**config.mk**
```make
export PLATFORM = sky130hd
export DESIGN_NAME = tpiu_trace_capture
export DESIGN_NICKNAME = d
export VERILOG_FILES = /design/src/rtl/tpiu_trace_capture.sv
export SDC_FILE = /design/constraint.sdc
export NUM_CORES = 1
export LEC_CHECK = 0
export CAP_MARGIN = 20
export CORE_MARGIN = 8
export CORE_UTILIZATION = 50
export DETAILED_ROUTE_END_ITERATION = 10
export HOLD_SLACK_MARGIN = 0.02
export PLACE_DENSITY = 0.67
export RECOVER_POWER = 50
export SYNTH_ARGS = -nofsm -noshare
export SYNTH_HDL_FRONTEND = slang
export SYNTH_SLANG_ARGS = --single-unit
```
**constraint.sdc**
```tcl
create_clock -name clk -period 3.12 [get_ports clk]
set_input_delay 0.624 -clock clk [delete_from_list [all_inputs] [get_ports clk]]
set_output_delay 0.624 -clock clk [all_outputs]
set_load 0.02 [all_outputs]
```
**src/rtl/tpiu_trace_capture.sv**
```systemverilog
// TPIU trace capture: aligns the 4-bit TRACEDATA stream on the full-sync word, packs nibbles
// into 32-bit words, drops sync words and queues the rest in a first-word-fall-through FIFO.
module tpiu_trace_capture #(
    parameter int          FIFO_DEPTH = 16,
    parameter logic [31:0] SYNC_WORD  = 32'h7FFFFFFF
) (
    input  logic        clk,
    input  logic        reset,
    input  logic [3:0]  TRACEDATA,
    input  logic        capture_en,
    input  logic        clear,
    output logic [31:0] out_data,
    output logic        out_valid,
    input  logic        out_ready,
    output logic        locked,
    output logic        overflow,
    output logic [15:0] word_count
);

    localparam int AW = $clog2(FIFO_DEPTH);

    typedef enum logic {HUNT, LOCKED} state_t;

    state_t        state, state_nxt;
    logic [31:0]   sr_p0;
    logic [31:0]   nxt;
    logic [2:0]    nib_cnt;
    logic [31:0]   word_p1;
    logic          vld_p1;
    logic [31:0]   mem [FIFO_DEPTH];
    logic [AW-1:0] wr_ptr, rd_ptr;
    logic [AW:0]   fill;
    logic          full, pop, push_ok;

    assign nxt = {TRACEDATA, sr_p0[31:4]};

    always_ff @(posedge clk or posedge reset) begin
        if (reset) state <= HUNT;
        else       state <= state_nxt;
    end

    always_comb begin
        state_nxt = state;
        case (state)
            HUNT:    if (capture_en && nxt == SYNC_WORD) state_nxt = LOCKED;
            LOCKED:  if (!capture_en) state_nxt = HUNT;
            default: state_nxt = HUNT;
        endcase
    end

    always_comb begin
        locked = (state == LOCKED);
    end

    // Stage p0 -> p1: nibble assembly; a word completes when the count wraps 7 -> 0
    always_ff @(posedge clk or posedge reset) begin
        if (reset) begin
            sr_p0   <= '0;
            nib_cnt <= '0;
            vld_p1  <= 1'b0;
        end else begin
            vld_p1 <= capture_en && (state == LOCKED) && (nib_cnt == 3'd7) && (nxt != SYNC_WORD);
            if (capture_en) sr_p0 <= nxt;
            if (!capture_en || state == HUNT) nib_cnt <= '0;
            else                              nib_cnt <= nib_cnt + 3'd1;
        end
    end

    always_ff @(posedge clk) begin
        if (capture_en && nib_cnt == 3'd7) word_p1 <= nxt;
    end

    // Stage p1 -> FIFO: a pop frees a slot for a simultaneous push even when full
    assign full    = (fill == (AW + 1)'(FIFO_DEPTH));
    assign pop     = out_ready && out_valid;
    assign push_ok = vld_p1 && (!full || pop);

    always_ff @(posedge clk or posedge reset) begin
        if (reset) begin
            wr_ptr     <= '0;
            rd_ptr     <= '0;
            fill       <= '0;
            overflow   <= 1'b0;
            word_count <= '0;
        end else if (clear) begin
            wr_ptr     <= '0;
            rd_ptr     <= '0;
            fill       <= '0;
            overflow   <= 1'b0;
            word_count <= '0;
        end else begin
            if (push_ok) wr_ptr <= wr_ptr + AW'(1);
            if (pop)     rd_ptr <= rd_ptr + AW'(1);
            if (vld_p1 && !push_ok) overflow <= 1'b1;
            if (push_ok && word_count != 16'hFFFF) word_count <= word_count + 16'd1;
            case ({push_ok, pop})
                2'b10:   fill <= fill + (AW + 1)'(1);
                2'b01:   fill <= fill - (AW + 1)'(1);
                default: fill <= fill;
            endcase
        end
    end

    always_ff @(posedge clk) begin
        if (push_ok && !clear) mem[wr_ptr] <= word_p1;
    end

    assign out_valid = (fill != '0);
    assign out_data  = out_valid ? mem[rd_ptr] : '0;

endmodule

```
# Word level (Yosys, flattened, before mapping)
# Memory sizes are Yosys's and may differ from the RTL's.
# Index checks and enable logic that the tools add are counted.
[word_totals]
memories = 1
register_bits = 99
mem_bits_rw = 512
word_cells = 64
[op_classes]
addsub = 6
mux = 17
reduce_logical = 22
bitwise = 1
n_eq_ne = 7
[memory_table]
columns = ["memory", "depth", "width", "read_ports", "rd_clocked_by_memory_dff", "write_ports", "line", "rtl"]
rows = [
  ["mem", 16, 32, 1, 0, 1, "30", "logic [31:0] mem [FIFO_DEPTH];"],
]
[op_table]
columns = ["cell", "n"]
rows = [
  ["32-bit by 31-bit == test with 1-bit output (second input constant)", 1],
  ["16-bit two-way mux", 2],
  ["32-bit two-way mux", 1],
  ["32-bit by 31-bit inequality test with 1-bit output (second input constant)", 1],
  ["16-bit by 1-bit adder with 16-bit output (second input constant)", 1],
  ["4-bit two-way mux", 4],
  ["16-bit inequality test (second input constant)", 1],
  ["1-bit logical AND", 10],
  ["5-bit case mux with 2 select lines", 1],
  ["4-bit by 1-bit adder with 4-bit output (second input constant)", 2],
  ["2-bit nonzero test", 4],
  ["1-bit two-way mux", 6],
  ["5-bit by 1-bit adder with 5-bit output (second input constant)", 1],
  ["5-bit == test (second input constant)", 1],
  ["5-bit two-way mux", 1],
  ["5-bit nonzero test", 1],
  ["5-bit by 1-bit subtractor with 5-bit output (second input constant)", 1],
  ["1-bit zero test", 4],
  ["3-bit by 1-bit adder with 3-bit output (second input constant)", 1],
  ["3-bit == test (second input constant)", 1],
  ["3-bit two-way mux", 1],
  ["3-bit nonzero test", 1],
  ["2-bit by 1-bit == test with 1-bit output (second input constant)", 1],
  ["2-bit == test (second input constant)", 1],
  ["3 further kinds", 4],
]

# Depth between registers and ports, before layout
[logic_depth]
word_depth = 8
ltp_mapped = 11
depth_no_buf = 10

# Worst setup path after synthesis
# Ideal clock, no wire load.
[synth_timing]
path_type = "input to register"
startpoint = "in out_ready"
endpoint = "mem mem[15][0], enable pin"
stages = 5
setup_time_ns = 0.421
setup_slack_ns = -0.027
n_path_buf = 1
arrival_time_ns = 2.726
path_cell_list = "buf_2 nor2b_1 a21oi_2 nand2_1 nor2_1"
[synth_via]
elab_chain_len = 6
[synth_rtl]
columns = ["item", "line", "rtl"]
rows = [
  ["start: declaration", "14", "input logic out_ready,"],
  ["1-bit logical AND", "75", "assign pop = out_ready && out_valid;"],
  ["1-bit logical OR", "76", "assign push_ok = vld_p1 && (!full || pop);"],
  ["1-bit logical AND", "76", ""],
  ["1-bit logical AND", "105", "if (push_ok && !clear) mem[wr_ptr] <= word_p1;"],
  ["1-bit two-way mux", "105", ""],
  ["1-bit two-way mux (implied by the code)", "105", ""],
  ["end: declaration", "30", ""],
]
# No other way between the ends.

# Worst setup path in the final report
[layout_timing]
startpoint = "reg rd_ptr[0]"
endpoint = "out out_data[30]"
[layout_via]
elab_chain_len = 2
[layout_rtl]
columns = ["item", "line", "rtl"]
rows = [
  ["start: declaration", "31", "logic [AW-1:0] wr_ptr, rd_ptr;"],
  ["start signal: assignment", "93", "if (pop) rd_ptr <= rd_ptr + AW'(1);"],
  ["memory 16 x 32 bit", "-", ""],
  ["32-bit two-way mux", "109", "assign out_data = out_valid ? mem[rd_ptr] : '0;"],
  ["end: declaration", "12", "output logic [31:0] out_data,"],
]
# No other way between the ends.

==> results.cfg <==
[grt]
grt_max_degree = 33
track_usage_pct = 19.64
grt_pass1_wl_mm = 78.60
grt_pass1_vias = 12103
grt_overflow = 0
antenna_found_initial = 1

[placed_design]
io_buffers = 59
place_inst = 1790
post-dp-hpwl_mm = 28.22
place_congestion = 0.7398

[yosys]
syn-cell-area_um2 = 23600
synthCells = 1112
synth-seq-cells = 607
synth.distinct_cells = 50
avgSynthCellArea_um2 = 21.22
synthArstFlopShare_pct = 10.38
synth_fp_nets = 1133
synth_edf_count = 544
yosys_warnings = 0
ys.flop_type = edfxtp_1
synth.yosys.seq_area_share_pct = 75.89

[timing]
finalHoldViolations = 0
setup_viol = 2
rsz0062_at_grt = yes
timing.final.crit_period_ns = 3.138
finalClockSkew_ns = 0.01017
fin_crit_sh_pct = 100.6
slew_viol_final = 0
fin_ws_ns = -0.01843
slew-limit-headroom_pct = 31.97
fmax_ghz = 0.3186
worstMarginPinSlew_ns = 1.019

[routing]
num_vias = 11623
totalWireLength_mm = 53.66
detail-route-antenna-nets = 0
vias_per_cell = 6.016
drt-initial-drc-count = 1110
route.detailed.drc = 0
dr.pass1.iters = 8
wire_per_inst_um = 27.77

[worst_setup_path]
worstSetupEndpointType = primary output
cp_max_fo = 8
r2r-start = fill[0]
r2r_cells = 11
crit_start = rd_ptr[0]
cp.required_ns = 2.50
criticalPathCategory = register to primary output
critPathLaunchType = register
arrival_ns = 2.51

[power_and_ir_drop]
peakVddDrop_uv = 481.2
p_int_mw = 15.33
p_total_mw = 20.38
p_clk_share_pct = 35.2
p_sw_share_pct = 24.80
leakagePower_nw = 9.032
power.switching_mw = 5.054
pwr-share-comb_pct = 20.3
seqPwrFrac_pct = 44.5
p_per_area_nw_per_um2 = 720.2

[die]
die_w_um = 233.3
die_area_um2 = 54410
die_y_um = 233.3
io_pins = 60
core_um2 = 46560
rows = 79
start_util_pct = 50.69

[clocking]
cts_hold_buf = 0
clk_pin_slew_worst_paths_ns = 0.06
cts-root-buf = clkbuf_16
cts_buffers = 59
insertion_delay_ns = 0.60
htreeDepth = 2
clock_sinks = 607
clock_path_buffers = 3
cts_tree = yes

[final_layout]
final_cells = 1932
final_common_cell = edfxtp_1
drive_gt1_share_pct = 32.85
area_delta_synth_final_pct = 19.91
fin_util_pct = 60.79
layout.nets = 1296
mostFrequentLayoutCells = edfxtp_1, mux4_2, clkbuf_16

[status]
outcome = finished with violations
failed_checks = negative setup slack

[worst_hold_path]
min_path_cells = 1
min_from = nib_cnt[0]
hold_path_class = register to register

[job]
cap_viol_max_count = 0
[critical path, stage by stage, from the launching register on]
cell	delay (ns)
dfrtp_4	0.50
buf_12	0.17
buf_16	0.16
mux4_2	0.53
mux2i_1	0.17
o22ai_1	0.16
buf_4	0.20
[per-layer routing]
metal | up-vias | share of wire, % | track usage [%]
met3 | 89 | 6.4 | 3.348
met1 | 6172 | 41 | 26.65
met5 | - | 0 | 0
met2 | 446 | 50 | 32.49
li1 | 4916 | - | -
met4 | 0 | 2.5 | 5.982
[path summary, 6_finish.rpt]
kind                                 to  slack, ns
max reg2reg                     fill[4]       0.49
max in group asynchronous     sr_p0[17]       1.10
min                          nib_cnt[0]       0.44
min reg2reg                  nib_cnt[0]       0.44
min in group asynchronous     rd_ptr[0]       0.71
max                        out_data[30]      -0.02
[Yosys cell counts (2+ instances only)]
master	count	share of area [%]
and4_1	2	0.074
a31oi_1	3	0.080
mux2_2	28	1.3
buf_4	11	0.35
a211oi_2	4	0.21
nor4_2	3	0.16
buf_1	6	0.095
dfrtp_1	63	6.7
buf_6	2	0.095
clkbuf_1	23	0.37
nand3b_1	2	0.064
nor2_1	49	0.78
nand2b_1	3	0.080
edfxtp_1	544	69
and3_1	2	0.053
ha_1	11	0.58
nand4_1	12	0.32
xor2_1	9	0.33
o22ai_1	32	0.85
nand3_1	16	0.34
nor4_1	2	0.053
a21oi_2	2	0.074
buf_2	13	0.28
a2111oi_2	4	0.25
a21oi_1	7	0.15
a21o_1	2	0.064
nand2_1	18	0.29
mux4_2	128	12
nor2b_1	3	0.080
mux2i_1	67	2.8
mux2_1	3	0.14
xnor2_1	12	0.45
inv_1	8	0.13
or3_1	2	0.053
[layout make-up]
type	count	area, µm²
antenna	1	2.502
clock buffer	78	1578
clock inverter	32	367.9
fill	3226	18260
inverter	8	30.03
multi-input combinational	442	5607
sequential	607	17920
tap	607	759.5
timing repair buffer	157	2032
[registers in the layout (all words and copies together), names as in the netlist]
name / cells
wr_ptr: 4
sr_p0: 28
fill: 5
mem: 512
overflow: 1
locked: 1
word_count: 16
nib_cnt: 3
rd_ptr: 4
vld_p1: 1
word_p1: 32
[metrics by stage]
step           setup WS [ns]  setup TNS [ns]  hold slack, ns  area [µm²]
2_1_floorplan       -0.02729          -3.486          0.4075       23600
3_3_place_gp          0.1886               0          0.4177       25710
3_5_place_dp          0.1963               0          0.4263       25710
4_1_cts             -0.09621         -0.7619          0.3712       28190
5_1_grt             -0.08634         -0.9486          0.4444       28300
6_report            -0.01843        -0.02950          0.4409       28300
[cell families (layout without fill, tap and decap cells)]
family | count (synthesis) | in the layout | share of synthesized area (%)
flops | 607 | 607 | 75.89
mux | 227 | 227 | 16.60
simple gates | 121 | 121 | 2.677
buf+inv | 63 | 275 | 1.309
compound gates | 61 | 61 | 2.073
xor+xnor | 21 | 21 | 0.7793
fa+ha+maj | 12 | 12 | 0.6680
other cells | 0 | 1 | 0
[power groups by stage]
stage	clock, mW	combinational (mW)	sequential, mW
6_report	7.18	4.14	9.06
5_1_grt	7.56	4.40	9.07
4_1_cts	7.28	4.03	9.05
3_5_place_dp	0	3.48	9.22
3_3_place_gp	0	3.45	9.21
2_1_floorplan	0	2.35	9.14
[repair_timing]
item	CTS	global route
gates cloned	8	3
setup buffers	20	3
endpoints found under the setup margin	32	28
pin swaps	8	10
gates resized for setup	172	33
No activity file was read; power rests on OpenSTA's default activity.
